<file path="src/rtl/fetch_unit.sv">
// Instruction-fetch sequencer: issues one imem request at a time for the
// current PC, computes the value the PC register loads next, and owns the
// IF/ID pipeline register (stall hold, redirect flush).
module fetch_unit #(
  parameter logic [31:0] RESET_PC  = 32'h0000_0000,  // informational only
  parameter logic [31:0] NOP_INSTR = 32'h0000_0000
) (
  input  logic        clk,
  input  logic        reset,            // asynchronous, active-low
  input  logic [31:0] pc,
  output logic [31:0] next_pc,
  input  logic        redirect,
  input  logic [31:0] redirect_target,
  input  logic        id_stall,
  output logic        imem_req,
  output logic [31:0] imem_addr,
  input  logic        imem_ready,
  input  logic        imem_rvalid,
  input  logic [31:0] imem_rdata,
  output logic        if_id_valid,
  output logic [31:0] if_id_instr,
  output logic [31:0] if_id_pc4
);

  typedef enum logic [2:0] {
    IDLE = 3'd0,
    REQ  = 3'd1,
    WAIT = 3'd2,
    HOLD = 3'd3,
    DROP = 3'd4
  } state_e;

  state_e      state_q, state_d;
  logic [31:0] hold_buf_q, hold_buf_d;
  logic        if_id_valid_q;
  logic [31:0] if_id_instr_q, if_id_pc4_q;

  logic [31:0] pc4;
  logic [31:0] tgt;
  logic        load_new;   // response goes straight into IF/ID
  logic        load_buf;   // buffered response goes into IF/ID

  assign pc4       = pc + 32'd4;   // wraps modulo 2^32
  assign tgt       = {redirect_target[31:2], 2'b00};
  assign imem_addr = {pc[31:2], 2'b00};

  assign if_id_valid = if_id_valid_q;
  assign if_id_instr = if_id_instr_q;
  assign if_id_pc4   = if_id_pc4_q;

  // Next-state, next PC and request strobe; redirect always wins the next PC.
  always_comb begin
    state_d    = state_q;
    hold_buf_d = hold_buf_q;
    next_pc    = redirect ? tgt : pc;
    imem_req   = 1'b0;
    load_new   = 1'b0;
    load_buf   = 1'b0;
    unique case (state_q)
      IDLE: begin
        state_d = REQ;
      end
      REQ: begin
        imem_req = !redirect;
        if (!redirect && imem_ready) state_d = WAIT;
      end
      WAIT: begin
        if (redirect) begin
          state_d = imem_rvalid ? REQ : DROP;
        end else if (imem_rvalid && !id_stall) begin
          load_new = 1'b1;
          next_pc  = pc4;
          state_d  = REQ;
        end else if (imem_rvalid) begin
          hold_buf_d = imem_rdata;
          state_d    = HOLD;
        end
      end
      HOLD: begin
        if (redirect) begin
          hold_buf_d = 32'h0;
          state_d    = REQ;
        end else if (!id_stall) begin
          load_buf = 1'b1;
          next_pc  = pc4;
          state_d  = REQ;
        end
      end
      DROP: begin
        if (imem_rvalid) state_d = REQ;
      end
      default: begin
        state_d = IDLE;
      end
    endcase
  end

  // FSM state and hold buffer.
  always_ff @(posedge clk or negedge reset) begin
    if (!reset) begin
      state_q    <= IDLE;
      hold_buf_q <= 32'h0;
    end else begin
      state_q    <= state_d;
      hold_buf_q <= hold_buf_d;
    end
  end

  // IF/ID register: flush > stall hold > load > drain to a bubble.
  always_ff @(posedge clk or negedge reset) begin
    if (!reset) begin
      if_id_valid_q <= 1'b0;
      if_id_instr_q <= NOP_INSTR;
      if_id_pc4_q   <= 32'h0;
    end else if (redirect) begin
      if_id_valid_q <= 1'b0;
      if_id_instr_q <= NOP_INSTR;
    end else if (id_stall) begin
      if_id_valid_q <= if_id_valid_q;
    end else if (load_new) begin
      if_id_valid_q <= 1'b1;
      if_id_instr_q <= imem_rdata;
      if_id_pc4_q   <= pc4;
    end else if (load_buf) begin
      if_id_valid_q <= 1'b1;
      if_id_instr_q <= hold_buf_q;
      if_id_pc4_q   <= pc4;
    end else begin
      if_id_valid_q <= 1'b0;
      if_id_instr_q <= NOP_INSTR;
    end
  end

endmodule

</file>
<file path="config.mk">
export PLATFORM = sky130hd
export DESIGN_NAME = fetch_unit
export DESIGN_NICKNAME = d
export VERILOG_FILES = /design/src/rtl/fetch_unit.sv
export SDC_FILE = /design/constraint.sdc
export NUM_CORES = 1
export LEC_CHECK = 0
export CAP_MARGIN = 40
export CORE_MARGIN = 5
export CORE_UTILIZATION = 40
export CTS_BUF_LIST = sky130_fd_sc_hd__clkbuf_4
export DETAILED_ROUTE_END_ITERATION = 8
export HOLD_SLACK_MARGIN = 0.03
export PLACE_DENSITY = 0.79
export SKIP_LAST_GASP = 1
export SLEW_MARGIN = 10
export SYNTH_ARGS = -nofsm -noshare
export SYNTH_HDL_FRONTEND = slang
export SYNTH_SLANG_ARGS = --single-unit
</file>
<file path="constraint.sdc">
create_clock -name clk -period 2.13 [get_ports clk]
set_input_delay 0.426 -clock clk [delete_from_list [all_inputs] [get_ports clk]]
set_output_delay 0.426 -clock clk [all_outputs]
set_load 0.03 [all_outputs]
</file>
; After elaboration in Yosys (flattened, before gate mapping)
; Cells that the tools add are included.
[totals]
latchBits = 0
in_bits = 102
reg_bits = 100
wordCells = 68
romBits = 0
ramBits = 0
n_memories = 0
output_inout_bits = 130
[classes]
n_shift = 0
n_lt_le_gt_ge = 0
addsub = 1
reduce_logical = 10
mul = 0
div_mod_pow = 0
bitwise_logic = 2
n_eq_ne = 13
mux = 37
[op_table]
columns = cell, count
row1 = 32-bit 2-to-1 mux, 15
row2 = 32-bit one-hot mux with 2 select lines, 2
row3 = "32-bit by 3-bit adder with 32-bit output, second input constant", 1
row4 = 3-bit 2-to-1 mux, 8
row5 = 3-bit one-hot mux with 5 select lines, 1
row6 = "2-bit != test, second input constant", 7
row7 = 1-bit 2-to-1 mux, 11
row8 = "3-bit by 2-bit == test with 1-bit output, second input constant", 2
row9 = 5-bit AND reduction, 1
row10 = "4-bit != test, second input constant", 1
row11 = 4-bit AND reduction, 1
row12 = 2-bit nonzero test, 2
row13 = "3-bit by 1-bit == test with 1-bit output, second input constant", 1
row14 = "3-bit == test, second input constant", 1
row15 = 3-bit logical NOT, 1
row16 = "3-bit != test, second input constant", 1
row17 = 3-bit AND reduction, 1
row18 = 1-bit logical AND, 2
row19 = 1-bit logical NOT, 2
row20 = 1-bit inverter, 2

; Logic depth before layout (Yosys ltp)
[depth]
depth_word = 8
mapped_depth = 8
depth_no_buf = 6

; Worst setup path after synthesis
; OpenSTA, ideal clock, no wires.
[synth_path]
path_kind = input-to-output
start = input port pc[8]
end = output port next_pc[30]
arrival_time_ns = 2.363
stages = 7
required_time_ns = 1.704
setup_slack_ns = -0.659
cell_sequence = buf_2 nand4_4 nor4_4 buf_2 nand4_1 xnor2_1 o21ai_0
[synth_via]
elab_chain_cells = 4
[synth_rtl]
columns = element, line_no
row1 = start: declaration, 10  ; input logic [31:0] pc,
row2 = 32-bit by 3-bit adder with 32-bit output *, 43  ; assign pc4 = pc + 32'd4;
row3 = "32-bit 2-to-1 mux, on equally long branches", "83, 70"
row4 = "32-bit 2-to-1 mux, on equally long branches", "80, 68"
row5 = 32-bit one-hot mux with 2 select lines *, 59  ; unique case (state_q)
row6 = end: declaration, 11  ; output logic [31:0] next_pc,
; Every way passes the cells marked *; elsewhere a longest branch is shown, timed or not.

; Worst setup path after layout
[layout_path]
start = input port pc[19]
end = output port next_pc[27]
; The elaborated chain is that of the path after synthesis.

==> flow_summary.ini <==
[power]
pwr-share-comb_pct = 39.8
power.share.clock_pct = 18.9
power.switching_mw = 2.064
irDropWorstVdd_uv = 358.1
power_leakage_nw = 4.267
power.density_nw_per_um2 = 611.0
switching_share_pct = 37.10
p_seq_share_pct = 41.2
p_total_mw = 5.562
p_int_mw = 3.498

[logic_synthesis]
ys_async_sr_fraction_pct = 100.0
synth_flop_cell = dfrtp_1
synth_area_um2 = 5406
synth_cells = 577
synth-edff-count = 0
ys_types = 39
avgSynthCellArea_um2 = 9.370
yosysWarnings = 0
yosys_register_bits = 100
synth_seq_area_share_pct = 46.29

[clock_network]
cts-root-buf = clkbuf_4
clock-sinks = 100
cts_buffers = 9
cts_tree = built
clk-insertion-delay-late_ns = 0.45
max-clock-path-buffers = 2
path_clk_slew_ns = 0.16
htreeDepth = 3

[placed_design]
hpwl_mm = 13.55
dpl_worst_slack_ns = -0.6576
gp_congestion = 0.8891
dpl_cell_area_um2 = 8310
numPortBuffers = 227

[finish]
syn2layout_area_growth_pct = 68.36
drive_gt1_share_pct = 31.85
final_area_um2 = 9102
fin_nets = 952

[hold_path]
hold_class = input pin to flip-flop
min_from = pc[2]

[detailed_routing]
antenna_left = 0
dr.pass1.iters = 5
drt_iter0_drc = 500
top_layer_used = met5
vias_per_cell = 5.374
dr_total_vias = 5541
postRouteWirelength_mm = 19.41
drc = 0
wl_met3_mm = 1.874
route.met2.wl_mm = 9.518
met1_length_mm = 7.437
avgRoutedWirePerCell_um = 18.82

[critical_path]
crit_fanout = 5
crit_buf_inv = 2
crit_family = buffers and inverters
r2r_start = state_q[1]
cp_data_required_time_ns = 1.70
crit_start = pc[19]
end_kind = output pin
path_cells = clkdlybuf4s50_1 -> and2_1 -> and3_4 -> nand4_1 -> xor2_1 -> o21ai_2 -> buf_12
max_stage_delay_ns = 0.49
crit_slowest_cell = clkdlybuf4s50_1
cp.arrival_ns = 2.04
startpoint_type = input pin
critPathKind = input pin to output pin

[status]
status = finished, violations left
violations = negative setup slack

[timing]
rsz0062_at_grt = yes
fin_crit_sh_pct = 116.0
setup_viol = 30
hold_viol = 0
slew_violations = 0
max_freq_mhz = 404.7
setup_slack_ns = -0.3407
skew_ns = 0.01168
period_needed_ns = 2.471

[global_route]
first_global_vias = 5773
grt_max_degree = 53
grt_usage_pct = 23.20
grt_pass1_wl_mm = 29.89
grt_overflow = 0
antenna_found_initial = 2

[floorplan]
pin_count = 232
initial_utilization_pct = 40.83
core_um2 = 13240
die_area_um2 = 15940
rows = 42
die_w_um = 126.3
die_y_um = 126.3

[flow_run]
max_cap_violations = 0
tightest hold or removal path, delay by kind of cell:
family                 cells  cell delay, ns
AO/OA/AOI/OAI              1            0.08
buffers and inverters      2            0.28
routing by layer:
layer  track usage [%]  vias to the layer above
met5                 0                        -
met4             8.707                        2
met3             6.435                       49
met2             39.15                      295
met1             28.33                     2645
li1                  -                     2550
sequential cells by signal, summed over array words and instances (netlist names):
name         count
hold_buf_q      32
if_id_instr     32
if_id_pc4       32
if_id_valid      1
state_q          3
cell families (layout without fill, tap and decap cells):
family	count (synthesis)	after routing	synth area share, %
simple gates	181	182	16.71
compound gates	129	129	17.24
buf+inv	106	381	9.836
flops	100	100	46.29
xor+xnor	57	57	9.234
mux	2	2	0.3934
fa+ha+maj	1	1	0.2314
other cells	1	3	0.06936
worst paths after layout:
path	endpoint	slack [ns]	cells past startpoint
setup / recovery	next_pc[27]	-0.34	7
setup reg to reg	if_id_instr[25]	0.10	9
hold / removal	if_id_pc4[2]	0.36	3
min in group asynchronous	hold_buf_q[25]	0.47	2
max in group asynchronous	hold_buf_q[12]	1.03	3
hold reg to reg	if_id_pc4[0]	0.50	2
cell usage after synthesis (2+ instances only):
library cell / instances / area (um2)
o221ai_1: 4 / 35.03
xnor2_1: 22 / 192.7
nand4_1: 13 / 81.33
buf_2: 5 / 25.02
nand3_1: 25 / 125.1
xor2_1: 35 / 306.5
a22o_1: 32 / 280.3
and2_1: 7 / 43.79
nor3_1: 7 / 35.03
nor4_4: 2 / 42.54
o21ai_1: 16 / 80.08
clkbuf_1: 36 / 135.1
nor3_2: 2 / 20.02
nor4_1: 2 / 12.51
nor2_1: 17 / 63.81
and3_1: 8 / 50.05
and4_1: 2 / 17.52
a21oi_1: 9 / 45.04
inv_1: 31 / 116.4
buf_4: 32 / 240.2
nand2_1: 86 / 322.8
nor2b_1: 5 / 31.28
o21ai_0: 37 / 185.2
dfrtp_1: 100 / 2502
a222oi_1: 28 / 280.3
per-stage QoR:
step | hold WS [ns] | utilization, % | cells | TNS (ns)
floorplan | 0.1304 | - | 578 | -0.8205
CTS | 0.3150 | 67.41 | 1026 | -9.582
global placement | 0.4093 | 62.76 | 985 | -17.00
finish | 0.3575 | 68.74 | 1031 | -8.481
detailed placement | 0.4175 | 62.76 | 985 | -18.89
global route | 0.3604 | 68.74 | 1031 | -11.63
layout make-up:
| class | instances | area [um2] |
|---|---|---|
| well taps | 176 | 220.2 |
| clock inverters | 7 | 85.08 |
| repair buffers | 334 | 3311 |
| inverters | 31 | 116.4 |
| diodes | 1 | 2.502 |
| multi-input cells | 373 | 2798 |
| flip-flops and latches | 100 | 2502 |
| fillers | 971 | 4140 |
| clock buffers | 9 | 67.56 |
timing repair:
action                                 CTS  global route
hold buffers                             1             0
setup endpoints to repair               30            58
cloned                                   6             0
endpoints found under the hold margin   33             0
pin swaps                               43            29
resized for setup                      104            45
buffers inserted                        18             5
power by group through the flow:
stage	Clock [mW]	Combinational [mW]	Sequential (mW)
floorplan	0	0.631	2.70
global placement	0	2.07	2.31
detailed placement	0	2.10	2.32
CTS	1.08	2.19	2.29
global route	1.15	2.34	2.32
finish	1.05	2.22	2.29
placed cells by master (no fill, tap or decap), types with 3 or more instances in the layout:
cell,synthesis,routed
buf_2,5,6
nor4_4,2,4
a22o_1,32,32
clkdlybuf4s50_1,0,138
nor3_1,7,3
o21ai_2,0,27
xor2_1,35,32
nor3_4,0,5
o21ai_0,37,11
inv_1,31,30
nor2b_1,5,3
buf_12,0,21
and2_1,7,6
buf_6,1,26
dlygate4sd2_1,0,10
xor2_2,0,3
buf_16,0,3
clkbuf_4,0,9
nand3_2,0,5
buf_4,32,120
dfrtp_1,100,100
o221ai_1,4,4
nand4_1,13,13
o21ai_1,16,15
nand3_1,25,17
and3_1,8,7
dlymetal6s2s_1,0,4
a222oi_1,28,28
nor2_1,17,12
nor2_4,0,4
xnor2_1,22,19
a21oi_1,9,9
xnor2_2,0,3
nand3_4,0,3
nand2_1,86,82
Power figures use the tool's default switching activity.
